--- config.mk ---
export PLATFORM = sky130hd
export DESIGN_NAME = fpu_issue_rob
export DESIGN_NICKNAME = d
export VERILOG_FILES = /design/src/rtl/fpnew_pkg.sv /design/src/rtl/fpu_rob_slots.sv /design/src/rtl/fpu_issue_rob.sv
export SDC_FILE = /design/constraint.sdc
export NUM_CORES = 1
export LEC_CHECK = 0
export BUFFER_PORTS_ARGS = -buffer_cell sky130_fd_sc_hd__buf_2
export CORE_AREA = 2 2 229 231
export CTS_BUF_LIST = sky130_fd_sc_hd__clkbuf_16
export DETAILED_ROUTE_END_ITERATION = 8
export DIE_AREA = 0 0 231 233
export PLACE_DENSITY = 0.54
export SLEW_MARGIN = 20
export SYNTH_ARGS = -nofsm -noshare
export SYNTH_HDL_FRONTEND = slang
export SYNTH_SLANG_ARGS = --single-unit
--- constraint.sdc ---
create_clock -name clk_i -period 12 [get_ports clk_i]
set_input_delay 0.6 -clock clk_i [delete_from_list [all_inputs] [get_ports clk_i]]
set_output_delay 0.6 -clock clk_i [all_outputs]
set_load 0.005 [all_outputs]
--- src/rtl/fpnew_pkg.sv ---
// FPnew type subset used on the core/FPU boundary, plus the reorder-entry type and tag-width helper
// used by fpu_issue_rob.
package fpnew_pkg;

  typedef enum logic [2:0] {
    FP32    = 3'd0,
    FP64    = 3'd1,
    FP16    = 3'd2,
    FP8     = 3'd3,
    FP16ALT = 3'd4
  } fp_format_e;

  typedef enum logic [1:0] {
    INT8  = 2'd0,
    INT16 = 2'd1,
    INT32 = 2'd2,
    INT64 = 2'd3
  } int_format_e;

  typedef enum logic [3:0] {
    FMADD    = 4'd0,
    FNMSUB   = 4'd1,
    ADD      = 4'd2,
    MUL      = 4'd3,
    DIV      = 4'd4,
    SQRT     = 4'd5,
    SGNJ     = 4'd6,
    MINMAX   = 4'd7,
    CMP      = 4'd8,
    CLASSIFY = 4'd9,
    F2F      = 4'd10,
    F2I      = 4'd11,
    I2F      = 4'd12,
    CPKAB    = 4'd13,
    CPKCD    = 4'd14
  } operation_e;

  typedef enum logic [2:0] {
    RNE = 3'b000,
    RTZ = 3'b001,
    RDN = 3'b010,
    RUP = 3'b011,
    RMM = 3'b100,
    ROD = 3'b101,
    DYN = 3'b111
  } roundmode_e;

  typedef struct packed {
    logic NV;
    logic DZ;
    logic OF;
    logic UF;
    logic NX;
  } status_t;

  // Entry payload is sized for the widest supported result and ID.
  localparam int unsigned ROB_RESULT_W = 64;
  localparam int unsigned ROB_ID_W     = 5;

  typedef struct packed {
    logic [ROB_ID_W-1:0]     id;
    logic [ROB_RESULT_W-1:0] result;
    status_t                 status;
  } fpu_rob_entry_t;

  function automatic int unsigned rob_tag_width(input int unsigned depth);
    return $clog2(depth) + 1;
  endfunction

endpackage

--- src/rtl/fpu_rob_slots.sv ---
// Reorder-slot storage: per-slot alloc/done flags and id/result/status payload.
// All writes take effect on the next edge; the head read port is combinational.
module fpu_rob_slots
  import fpnew_pkg::*;
#(
  parameter int unsigned Depth = 4,
  parameter int unsigned PtrW  = $clog2(Depth)
) (
  input  logic                    clk_i,
  input  logic                    rst_ni,
  input  logic                    i_clr,
  input  logic                    i_alloc_vld,
  input  logic [PtrW-1:0]         i_alloc_slot,
  input  logic [ROB_ID_W-1:0]     i_alloc_id,
  input  logic                    i_cpl_vld,
  input  logic [PtrW-1:0]         i_cpl_slot,
  input  logic [ROB_RESULT_W-1:0] i_cpl_result,
  input  status_t                 i_cpl_status,
  input  logic                    i_free_vld,
  input  logic [PtrW-1:0]         i_free_slot,
  input  logic [PtrW-1:0]         i_rd_slot,
  output logic [Depth-1:0]        o_alloc,
  output logic [Depth-1:0]        o_done,
  output fpu_rob_entry_t          o_rd_entry
);

  fpu_rob_entry_t w_entries [Depth];

  for (genvar g = 0; g < Depth; g++) begin : g_slot
    localparam logic [PtrW-1:0] Idx = PtrW'(g);

    logic           r_alloc;
    logic           r_done;
    fpu_rob_entry_t r_entry;

    // Free and alloc never target the same slot in one cycle: a full buffer blocks issue.
    always_ff @(posedge clk_i or negedge rst_ni) begin
      if (!rst_ni) begin
        r_alloc <= 1'b0;
        r_done  <= 1'b0;
      end else if (i_clr) begin
        r_alloc <= 1'b0;
        r_done  <= 1'b0;
      end else begin
        if (i_free_vld && i_free_slot == Idx) begin
          r_alloc <= 1'b0;
          r_done  <= 1'b0;
        end
        if (i_alloc_vld && i_alloc_slot == Idx) begin
          r_alloc <= 1'b1;
          r_done  <= 1'b0;
        end
        if (i_cpl_vld && i_cpl_slot == Idx) begin
          r_done <= 1'b1;
        end
      end
    end

    always_ff @(posedge clk_i) begin
      if (i_alloc_vld && i_alloc_slot == Idx) begin
        r_entry.id <= i_alloc_id;
      end
      if (i_cpl_vld && i_cpl_slot == Idx) begin
        r_entry.result <= i_cpl_result;
        r_entry.status <= i_cpl_status;
      end
    end

    assign o_alloc[g]   = r_alloc;
    assign o_done[g]    = r_done;
    assign w_entries[g] = r_entry;
  end

  assign o_rd_entry = w_entries[i_rd_slot];

endmodule

--- src/rtl/fpu_issue_rob.sv ---
// Core-side FPU initiator: tags ops with {epoch, slot}, captures unthrottled FPU result pulses and
// returns them in issue order. Issue is a zero-latency pass-through; rsp_* holds while !rsp_ready_i.
module fpu_issue_rob
  import fpnew_pkg::*;
#(
  parameter  int unsigned Width    = 64,
  parameter  int unsigned Depth    = 4,
  parameter  int unsigned IdWidth  = 5,
  localparam int unsigned TagWidth = rob_tag_width(Depth)
) (
  input  logic                      clk_i,
  input  logic                      rst_ni,
  input  logic                      flush_i,
  input  logic                      req_valid_i,
  output logic                      req_ready_o,
  input  logic [2:0][Width-1:0]     req_operands_i,
  input  roundmode_e                req_rnd_mode_i,
  input  operation_e                req_op_i,
  input  logic                      req_op_mod_i,
  input  fp_format_e                req_src_fmt_i,
  input  fp_format_e                req_dst_fmt_i,
  input  int_format_e               req_int_fmt_i,
  input  logic [IdWidth-1:0]        req_id_i,
  output logic                      rsp_valid_o,
  input  logic                      rsp_ready_i,
  output logic [Width-1:0]          rsp_result_o,
  output status_t                   rsp_status_o,
  output logic [IdWidth-1:0]        rsp_id_o,
  output logic                      fpu_in_valid_o,
  input  logic                      fpu_in_ready_i,
  output logic [2:0][Width-1:0]     fpu_operands_o,
  output roundmode_e                fpu_rnd_mode_o,
  output operation_e                fpu_op_o,
  output logic                      fpu_op_mod_o,
  output fp_format_e                fpu_src_fmt_o,
  output fp_format_e                fpu_dst_fmt_o,
  output int_format_e               fpu_int_fmt_o,
  output logic                      fpu_vectorial_op_o,
  output logic [TagWidth-1:0]       fpu_tag_o,
  output logic                      fpu_flush_o,
  input  logic                      fpu_out_valid_i,
  output logic                      fpu_out_ready_o,
  input  logic [Width-1:0]          fpu_result_i,
  input  status_t                   fpu_status_i,
  input  logic [TagWidth-1:0]       fpu_tag_i,
  output logic                      busy_o,
  output logic                      err_o
);

  localparam int unsigned   PtrW    = $clog2(Depth);
  localparam logic [PtrW:0] CntFull = (PtrW+1)'(Depth);

  logic [PtrW-1:0] r_head;
  logic [PtrW-1:0] r_tail;
  logic [PtrW:0]   r_count;
  logic            r_epoch;
  logic            r_err;
  logic            r_run;

  logic [Depth-1:0]        w_alloc;
  logic [Depth-1:0]        w_done;
  fpu_rob_entry_t          w_head;
  logic                    w_can_issue;
  logic                    w_issue;
  logic                    w_retire;
  logic [PtrW-1:0]         w_cpl_slot;
  logic                    w_cpl_hit;
  logic                    w_cpl_ok;
  logic                    w_cpl_bad;
  logic [ROB_ID_W-1:0]     w_alloc_id;
  logic [ROB_RESULT_W-1:0] w_cpl_result;

  // r_run keeps the issue port closed until the first edge after reset release.
  assign w_can_issue    = r_run & (r_count != CntFull) & ~flush_i;
  assign req_ready_o    = fpu_in_ready_i & w_can_issue;
  assign fpu_in_valid_o = req_valid_i & w_can_issue;
  assign w_issue        = req_valid_i & req_ready_o;

  assign fpu_operands_o     = req_operands_i;
  assign fpu_rnd_mode_o     = req_rnd_mode_i;
  assign fpu_op_o           = req_op_i;
  assign fpu_op_mod_o       = req_op_mod_i;
  assign fpu_src_fmt_o      = req_src_fmt_i;
  assign fpu_dst_fmt_o      = req_dst_fmt_i;
  assign fpu_int_fmt_o      = req_int_fmt_i;
  assign fpu_vectorial_op_o = 1'b0;
  assign fpu_tag_o          = {r_epoch, r_tail};
  assign fpu_flush_o        = flush_i;
  assign fpu_out_ready_o    = 1'b1;

  // Old-epoch results and anything landing in the flush cycle are dropped without error.
  assign w_cpl_slot = fpu_tag_i[PtrW-1:0];
  assign w_cpl_hit  = fpu_out_valid_i & ~flush_i & (fpu_tag_i[TagWidth-1] == r_epoch);
  assign w_cpl_ok   = w_cpl_hit & w_alloc[w_cpl_slot] & ~w_done[w_cpl_slot];
  assign w_cpl_bad  = w_cpl_hit & ~(w_alloc[w_cpl_slot] & ~w_done[w_cpl_slot]);

  assign rsp_valid_o  = w_alloc[r_head] & w_done[r_head];
  assign w_retire     = rsp_valid_o & rsp_ready_i & ~flush_i;
  assign rsp_result_o = Width'(w_head.result);
  assign rsp_status_o = w_head.status;
  assign rsp_id_o     = IdWidth'(w_head.id);

  assign w_alloc_id   = ROB_ID_W'(req_id_i);
  assign w_cpl_result = ROB_RESULT_W'(fpu_result_i);

  assign busy_o = (r_count != '0);
  assign err_o  = r_err;

  fpu_rob_slots #(
    .Depth (Depth)
  ) u_slots (
    .clk_i        (clk_i),
    .rst_ni       (rst_ni),
    .i_clr        (flush_i),
    .i_alloc_vld  (w_issue),
    .i_alloc_slot (r_tail),
    .i_alloc_id   (w_alloc_id),
    .i_cpl_vld    (w_cpl_ok),
    .i_cpl_slot   (w_cpl_slot),
    .i_cpl_result (w_cpl_result),
    .i_cpl_status (fpu_status_i),
    .i_free_vld   (w_retire),
    .i_free_slot  (r_head),
    .i_rd_slot    (r_head),
    .o_alloc      (w_alloc),
    .o_done       (w_done),
    .o_rd_entry   (w_head)
  );

  always_ff @(posedge clk_i or negedge rst_ni) begin
    if (!rst_ni) begin
      r_head  <= '0;
      r_tail  <= '0;
      r_count <= '0;
      r_epoch <= 1'b0;
      r_err   <= 1'b0;
      r_run   <= 1'b0;
    end else begin
      r_run <= 1'b1;
      if (w_cpl_bad) begin
        r_err <= 1'b1;
      end
      if (flush_i) begin
        r_head  <= '0;
        r_tail  <= '0;
        r_count <= '0;
        r_epoch <= ~r_epoch;
      end else begin
        if (w_issue) begin
          r_tail <= r_tail + 1'b1;
        end
        if (w_retire) begin
          r_head <= r_head + 1'b1;
        end
        unique case ({w_issue, w_retire})
          2'b10:   r_count <= r_count + 1'b1;
          2'b01:   r_count <= r_count - 1'b1;
          default: ;
        endcase
      end
    end
  end

endmodule
==> reports/results.ini <==
[run_status]
outcome=complete, no violations

[sta]
worst_pin_slew_ns=0.886
period_needed_ns=3.71
hold_ws_ns=0.280
clock_skew_ns=0.0114
max_freq_mhz=270
min_period_over_period_pct=30.9
relSlewSlack_pct=40.7
fin_setup_tns_ns=0
finalHoldViolations=0
setup_viol=0
rsz0062_at_grt=false
slew_viol_final=0

[global_routing]
grt-ovfl-total=0
grt_max_degree=47
antenna_found_initial=2
track_usage_pct=10.2
grt_pass1_wl_um=41100
grt_pass1_vias=6516

[clock_tree]
clockBufferDepth=3
clkLatencyLatePin_ns=0.53
cts.sinks=314
h-tree-depth=2
cts_buffers=36
cts_setup_buffers=0
post_cts_resized=0
cts-root-buf=clkbuf_16
path_clk_slew_ns=0.06
cts_tree=done
hold_buffers=1

[setup_path]
critPathMaxStageDelay_ns=0.97
worstPathRequired_ns=11.40
end_kind=output pin
cp.arrival_ns=3.11
path_cells=buf_4, mux4_2, buf_2
path_class=flip-flop to output pin
cp_top_family=flip-flops
worstPathMaxFanout=40
worst-path-buf-inv=2
critPathLaunchType=flip-flop
cp_slowest_cell=dfrtp_4

[yosys]
synth_edf_count=296
synth_flop_cell=edfxtp_1
yosys.area_share.simple_pct=2.07
ys_async_sr_fraction_pct=5.73
ys_types=38
synth_top_family_by_area=buffers and inverters
ys_seq_area_share_pct=69.6
synth.area.mux_share_pct=12.9
syn_area_per_cell_um2=18.5
ys_seq_elements=314
synth_compound_area_share_pct=1.33
yosys_warnings=0
synth_xor_area_share_pct=0.131
synth-adder-area-share_pct=0.896
postSynthCellCount=726
synth_area_mm2=0.0134

[place]
hpwl_um=17800
place_inst=1349
gp_congestion=0.681
port_buffers=166
dpl_cell_area_mm2=0.0135

[floorplanning]
ioPinCount=585
core_area_mm2=0.0511
die_area_mm2=0.0538
chipWidth_um=231
fp-row-count=83
initial_utilization_pct=26.3
die_h_um=233

[final_layout]
syn2layout_area_growth_pct=9.08
nets=1009
nFillCells=5080
final_cell_mix=edfxtp_1, buf_2, mux4_2, clkbuf_16, dfrtp_1
fin_util_pct=28.6
instances_no_fill=1411
final_cell_area_mm2=0.0146
final_common_cell=edfxtp_1
drive_above_1_share_pct=43.4

[routing]
routed_wl_um=28100
wire_per_inst_um=19.9
vias=6039
dr.pass1.iters=6
viasPerCell=4.28
ant_nets=0
drt_iter0_drc=269
drc=0

[power_and_ir_drop]
peakVddDrop_v=0.0000879
power.leakage_nw=4.86
p_per_area_mw_per_mm2=156

[run]
max-cap-violations=0

[worst_hold_path]
hp-class=input port to flip-flop

[synth_stat cells, types with 4 or more instances]
master	number	share of area [%]
a21o_1	4	0.22
a31o_2	4	0.26
a31oi_1	4	0.19
buf_1	4	0.11
buf_2	9	0.34
buf_4	213	12
clkbuf_1	8	0.22
dfrtp_1	18	3.4
edfxtp_1	296	66
ha_1	8	0.75
inv_1	11	0.31
mux4_2	76	13
nand2_1	13	0.36
nand2b_1	5	0.23
nand4_1	6	0.28
nor2_1	4	0.11
nor4_1	5	0.23
[routing by layer]
| metal | GRT usage, % | routed length (um) | vias to the layer above |
|---|---|---|---|
| met4 | 3.25 | 630 | 4 |
| met5 | 0 | 25 | - |
| met3 | 5.38 | 2890 | 59 |
| met1 | 12.4 | 11600 | 3089 |
| li1 | - | - | 2552 |
| met2 | 15.6 | 12900 | 335 |
[cell type report]
cell class | count | area (um2) | area share [%]
flip-flops and latches | 314 | 9350 | 63.9
multi-input cells | 166 | 2360 | 16.2
inverters | 13 | 48.8 | 0.334
clock buffers | 37 | 926 | 6.33
well taps | 680 | 851 | 5.82
repair buffers | 177 | 916 | 6.26
diodes | 1 | 2.50 | 0.0171
clock inverters | 23 | 175 | 1.20
[through the flow]
step	power (W)	setup slack (ns)
floorplan	0.00130	3.68
global placement	0.00127	8.73
detailed placement	0.00127	8.70
CTS	0.00232	8.12
global route	0.00236	8.01
finish	0.00228	8.29
[sequential cells by signal, summed over array words and instances (netlist names)]
name	cells
err_o	1
r_count	3
r_epoch	1
r_head	2
r_run	1
r_tail	2
u_slots.g_slot.r_alloc	4
u_slots.g_slot.r_done	4
u_slots.g_slot.r_entry	296
[kinds of logic (layout without fill, tap and decap cells)]
family                     count (synthesis)  count (layout)
and+or+nand+nor                           50              50
xor gates and xnor gates                   2               2
adders and majority gates                  9               9
DFF                                      314             314
AOI/OAI and AO/OA                         24              24
muxes                                     78              78
buffers and inverters                    247             250
other                                      2               4
[report_power, final]
part,total (W),internal (W),switching (W)
Clock,0.00103,0.000602,0.000423
Combinational,0.0000446,0.0000182,0.0000264
Sequential,0.00121,0.00120,0.00000325
Total,0.00228,0.00182,0.000452
[path summary, 6_finish.rpt]
check,slack [ns],endpoint,depth (start not counted),from
max,8.29,rsp_result_o[17],3,r_head[0]$_DFFE_PN0P_
min,0.28,u_slots.g_slot[1].r_entry[11]$_DFFE_PP_,1,fpu_result_i[6]
max reg2reg,8.92,r_count[2]$_DFFE_PN0P_,8,r_head[0]$_DFFE_PN0P_
min reg2reg,0.46,err_o$_DFFE_PN0P_,1,err_o$_DFFE_PN0P_
max in group asynchronous,11.13,r_head[0]$_DFFE_PN0P_,2,rst_ni
min in group asynchronous,0.53,r_run$_DFF_PN0_,2,rst_ni
Power figures use the tool's default switching activity.
